$ cat src/rtl/sevseg_pkg.sv
// sevseg_pkg: shared digit codes, limits and formatter FSM states for the seven-segment path.
package sevseg_pkg;
    typedef logic [4:0] digit_code_t;
    localparam digit_code_t CODE_MINUS      = 5'd16;
    localparam digit_code_t CODE_UNDERSCORE = 5'd17;
    localparam digit_code_t CODE_U          = 5'd18;
    localparam digit_code_t CODE_DASH       = 5'd31;
    localparam int MAX_POS     = 9999;
    localparam int MAX_NEG_MAG = 999;
    typedef enum logic [1:0] {IDLE, SHIFT, FORMAT} fmt_state_t;
endpackage

$ cat src/rtl/dd_digit_adj.sv
// dd_digit_adj: double-dabble BCD corrector, adds 3 to a digit that is 5 or more.
// Ports: d = BCD digit before shift, q = corrected digit.
module dd_digit_adj (
    input  logic [3:0] d,
    output logic [3:0] q
);
    assign q = (d >= 4'd5) ? d + 4'd3 : d;
endmodule

$ cat src/rtl/signed_dec_formatter.sv
// signed_dec_formatter: signed binary to four seven-segment digit codes via sequential double-dabble.
// Ports: clk, rst_n (async, active-low); value_i/valid_i/ready_o accept handshake;
// done_o pulses when dig3_o..dig0_o update. Macro SEVSEG_HEX_MODE_EN adds hex_i (raw nibble display).
module signed_dec_formatter
    import sevseg_pkg::*;
#(
    parameter int W = 12
) (
    input  logic         clk,
    input  logic         rst_n,
    input  logic [W-1:0] value_i,
`ifdef SEVSEG_HEX_MODE_EN
    input  logic         hex_i,
`endif
    input  logic         valid_i,
    output logic         ready_o,
    output logic         done_o,
    output logic [4:0]   dig3_o,
    output logic [4:0]   dig2_o,
    output logic [4:0]   dig1_o,
    output logic [4:0]   dig0_o
);
    fmt_state_t state, state_d;
    logic sign, ovf, go_hex;
    logic [W-1:0] mag, sh, abs_v;
    logic [19:0] bcd, adj;
    logic [20+W-1:0] nxt;
    logic [4:0] cnt;
    digit_code_t [3:0] dq, fmt;

`ifdef SEVSEG_HEX_MODE_EN
    logic hex_q;
    logic [15:0] hx;
    assign go_hex = hex_i;
    assign hx = 16'(mag);
`else
    assign go_hex = 1'b0;
`endif

    for (genvar i = 0; i < 5; i++) begin : g_adj
        dd_digit_adj u_adj (.d(bcd[4*i +: 4]), .q(adj[4*i +: 4]));
    end

    // mag is W-bit unsigned so the most negative input still fits
    assign abs_v = value_i[W-1] ? W'(-value_i) : value_i;
    assign nxt = {adj, sh} << 1;
    // overflow is judged on the kept magnitude, so the BCD top digit needs no inspection
    assign ovf = sign ? 32'(mag) > MAX_NEG_MAG : 32'(mag) > MAX_POS;
    assign ready_o = state == IDLE;
    assign {dig3_o, dig2_o, dig1_o, dig0_o} = dq;

    always_comb begin
        fmt = ovf ? {4{CODE_DASH}}
            : sign ? {CODE_MINUS, 1'b0, bcd[11:8], 1'b0, bcd[7:4], 1'b0, bcd[3:0]}
            : {1'b0, bcd[15:12], 1'b0, bcd[11:8], 1'b0, bcd[7:4], 1'b0, bcd[3:0]};
`ifdef SEVSEG_HEX_MODE_EN
        if (hex_q) fmt = {1'b0, hx[15:12], 1'b0, hx[11:8], 1'b0, hx[7:4], 1'b0, hx[3:0]};
`endif
    end

    always_comb begin
        state_d = state;
        case (state)
            IDLE:    if (valid_i) state_d = go_hex ? FORMAT : SHIFT;
            SHIFT:   if (cnt == 5'd1) state_d = FORMAT;
            default: state_d = IDLE;
        endcase
    end

    always_ff @(posedge clk or negedge rst_n)
        if (!rst_n) state <= IDLE;
        else state <= state_d;

    always_ff @(posedge clk or negedge rst_n) begin
        if (!rst_n) begin
            sign   <= 1'b0;
            mag    <= '0;
            sh     <= '0;
            bcd    <= '0;
            cnt    <= '0;
            dq     <= {4{CODE_DASH}};
            done_o <= 1'b0;
`ifdef SEVSEG_HEX_MODE_EN
            hex_q  <= 1'b0;
`endif
        end else begin
            done_o <= 1'b0;
            case (state)
                IDLE: if (valid_i) begin
                    sign  <= value_i[W-1];
                    mag   <= go_hex ? value_i : abs_v;
                    sh    <= abs_v;
                    bcd   <= '0;
                    cnt   <= 5'(W);
`ifdef SEVSEG_HEX_MODE_EN
                    hex_q <= hex_i;
`endif
                end
                SHIFT: begin
                    {bcd, sh} <= nxt;
                    cnt       <= cnt - 5'd1;
                end
                default: begin
                    dq     <= fmt;
                    done_o <= 1'b1;
                end
            endcase
        end
    end
endmodule

$ cat config.mk
export PLATFORM = sky130hd
export DESIGN_NAME = signed_dec_formatter
export DESIGN_NICKNAME = d
export VERILOG_FILES = /design/src/rtl/sevseg_pkg.sv /design/src/rtl/dd_digit_adj.sv /design/src/rtl/signed_dec_formatter.sv
export SDC_FILE = /design/constraint.sdc
export NUM_CORES = 1
export LEC_CHECK = 0
export ABC_AREA = 1
export CAP_MARGIN = 30
export CORE_MARGIN = 2
export CORE_UTILIZATION = 50
export DETAILED_ROUTE_END_ITERATION = 12
export MAX_ROUTING_LAYER = met4
export PLACE_DENSITY = 0.85
export SETUP_SLACK_MARGIN = 0.1
export SKIP_LAST_GASP = 1
export SYNTH_ARGS = -nofsm -noshare
export SYNTH_HDL_FRONTEND = slang
export SYNTH_SLANG_ARGS = --single-unit
$ cat constraint.sdc
create_clock -name clk -period 1.2 [get_ports clk]
set_input_delay 0.18 -clock clk [delete_from_list [all_inputs] [get_ports clk]]
set_output_delay 0.18 -clock clk [all_outputs]
set_load 0.01 [all_outputs]
==> flow_summary.yaml, run 1 <==
finish:
  multi_input_area_um2: 1610
  final_nets: 513
  design_area_um2: 4596
  diodes: 0
  regArea_um2: 1628
  instances_no_fill: 569
  utilization_pct: 72.79
  nFillCells: 415
  layout_commonest_cell: "nand2_1"
  mostFrequentLayoutCells: "109 x nand2_1, 48 x buf_4, 43 x dfrtp_1"
  drive_above_1_share_pct: 37.20
  areaGrowthSynthToFinish_pct: 41.54
critical_path:
  crit_path_max_fanout: 4
  critPathKind: "reg -> reg"
  cp-end-kind: "flop"
  required_ns: 1.44
  cp.arrival_ns: 1.53
  startpoint_type: "flop"
clocking:
  htreeDepth: 3
  cts_max_path_buffers: 2
  path_clk_slew_ns: 0.07
  cts_tree: "yes"
  clkSinkCount: 64
  cts_made_buffers: 9
  cts-root-buf: "clkbuf_8"
  clk_latency_ns: 0.36
logic_synthesis:
  syn_nets: 421
  yosysSeqAreaShare_pct: 50.02
  synth_cell_types: 30
  yosysWarnings: 0
  synth_area_leaders: "dfrtp_1 35%, dfstp_2 15%, nand2_1 14%"
  avgSynthCellArea_um2: 8.220
  synth.top_cell.area_share_pct: 35.45
  netlist_area_um2: 3247
  synth_top_cell_by_area: "dfrtp_1"
  ys_seq_elements: 64
  syn_inst: 395
place:
  dpl.hpwl_mm: 4.909
  post-place-cells: 530
  gp_congestion: 0.8317
  dp_worst_setup_slack_ns: -0.3607
  port_buffers: 36
  post_dp_cell_area_um2: 3929
global_route:
  grt_antenna_before_repair: 0
  grt.total_usage_pct: 24.30
  grt_max_degree: 65
  grt_pass1_wl_mm: 13.30
  grt-ovfl-total: 0
  grt_pass1_vias: 2909
timing:
  hold_ws_ns: 0.3596
  setup-violations-final: 33
  rsz0062_at_grt: "true"
  fmax_ghz: 0.7784
  finalClockSkew_ns: 0.01550
  setup_tns_ns: -1.011
  slew_headroom_pct: 76.93
  period_minus_slack_ns: 1.285
  report.final.slew_viol_count: 0
  final.setup.worst_slack_ns: -0.08464
  finalHoldViolCount: 0
  finalCritPeriodShare_pct: 107.1
  worst_slew_pin_slew_ns: 0.3460
power:
  peakVddDrop_v: 0.001792
  comb_power_share_pct: 53.6
  pwr-share-seq_pct: 32.6
  power.share.clock_pct: 13.8
  p_int_mw: 7.454
  p_switching_mw: 5.068
  switching_share_pct: 40.47
  p_total_mw: 12.52
  powerDensity_nw_per_um2: 2725
  power.leakage_nw: 2.268
floorplan:
  die_x_um: 84.59
  die_h_um: 84.59
  die_area_um2: 7155
  rows: 29
  num_io_pins: 37
  initial_utilization_pct: 51.43
  core_area_um2: 6314
routing:
  first_pass_iters: 4
  drc: 0
  routed_wl_mm: 8.737
  vias: 3052
  drtIter0Drc: 139
  avgViaCountPerCell: 5.364
  drtAntennaViolNets: 0
  wl_per_cell_um: 15.36
status:
  status: "finished with violations"
  violations: "setup timing"
job:
  drv_cap: 0
hold_path:
  hp-class: "in -> async"
## Yosys cell counts, drive strengths merged
master and count:
clkbuf 3, dfrtp 46, o211ai 1, o22ai 5, ha 11, nand2 121
and3 1, inv 44, a22oi 8, nand3b 1, mux2i 1, nor2 33
nand3 40, o21bai 1, buf 12, o21ai 34, a21oi 10, xor2 3
nand4 2, dfstp 18
## cell families after synthesis
family                   Yosys count  synth area share (%)
AND/OR/NAND/NOR                  198                 25.82
flip-flops                        64                 50.02
AO/OA/AOI/OAI                     59                 10.64
buffers and inverters             59                 8.170
adder cells (fa/ha/maj)           11                 4.239
XOR/XNOR                           3                0.8094
multiplexers                       1                0.3083
## final cells by class
| class | count | share of cell area [%] |
|---|---|---|
| inverters | 44 | 3.812 |
| well taps | 77 | 2.096 |
| repair buffers | 96 | 19.71 |
| clock buffers | 16 | 3.921 |
| multi-input cells | 272 | 35.04 |
| flip-flops and latches | 64 | 35.42 |
## critical path: stages, from the launching register on
cell	delay [ns]
dfrtp_1	0.40
inv_2	0.14
ha_4	0.15
nand2_2	0.06
nand2_2	0.08
nor2_4	0.05
inv_2	0.11
nand2_2	0.07
nand3_2	0.07
o21ai_2	0.05
## registers in the layout, indices dropped and copies added, names as in the netlist, 4 cells and up
name    flops
mag         9
bcd        16
dig1_o      4
cnt         5
dig2_o      4
dig3_o      5
sh         12
dig0_o      5
## power by group through the flow
| stage | Combinational, mW | Clock [mW] | Sequential (mW) |
|---|---|---|---|
| 6_report | 6.71 | 1.73 | 4.08 |
| 5_1_grt | 7.35 | 1.85 | 4.18 |
| 4_1_cts | 5.77 | 1.72 | 3.98 |
| 3_5_place_dp | 4.95 | 0 | 3.90 |
| 3_3_place_gp | 4.70 | 0 | 3.86 |
| 2_1_floorplan | 3.04 | 0 | 3.93 |
## repair_timing
item | 4_1_cts | 5_1_grt
pin swaps | 15 | 13
gates cloned | 0 | 1
endpoints found under the hold margin | 46 | 0
hold buffers | 1 | 0
setup endpoints to repair | 79 | 82
setup buffers | 12 | 9
gates resized for setup | 161 | 31
## per-layer routing
| metal | up-vias | routed length (um) | track usage, % |
|---|---|---|---|
| met2 | 106 | 4589 | 40.23 |
| met5 | - | 0 | - |
| met3 | 29 | 412 | 5.211 |
| met4 | 0 | 352 | 11.54 |
| li1 | 1450 | - | - |
| met1 | 1467 | 3382 | 28.15 |
## worst paths after layout
path / start / end / slack (ns) / depth (start not counted)
max: bcd[5] / bcd[6] / -0.08 / 9
min: rst_n / bcd[6] / 0.36 / 3
max reg2reg: bcd[5] / bcd[6] / -0.08 / 9
min reg2reg: cnt[4] / cnt[4] / 0.47 / 1
max in group asynchronous: rst_n / dig1_o[0] / 0.52 / 3
min in group clk: cnt[4] / cnt[4] / 0.47 / 1
Power figures use the tool's default switching activity.
==> run 2: changes to the inputs <==
CTS_CLUSTER_DIAMETER = 50   (was default)
==> results of run 2 <==
Final layout, timing and power as in run 1 (identical DEF).
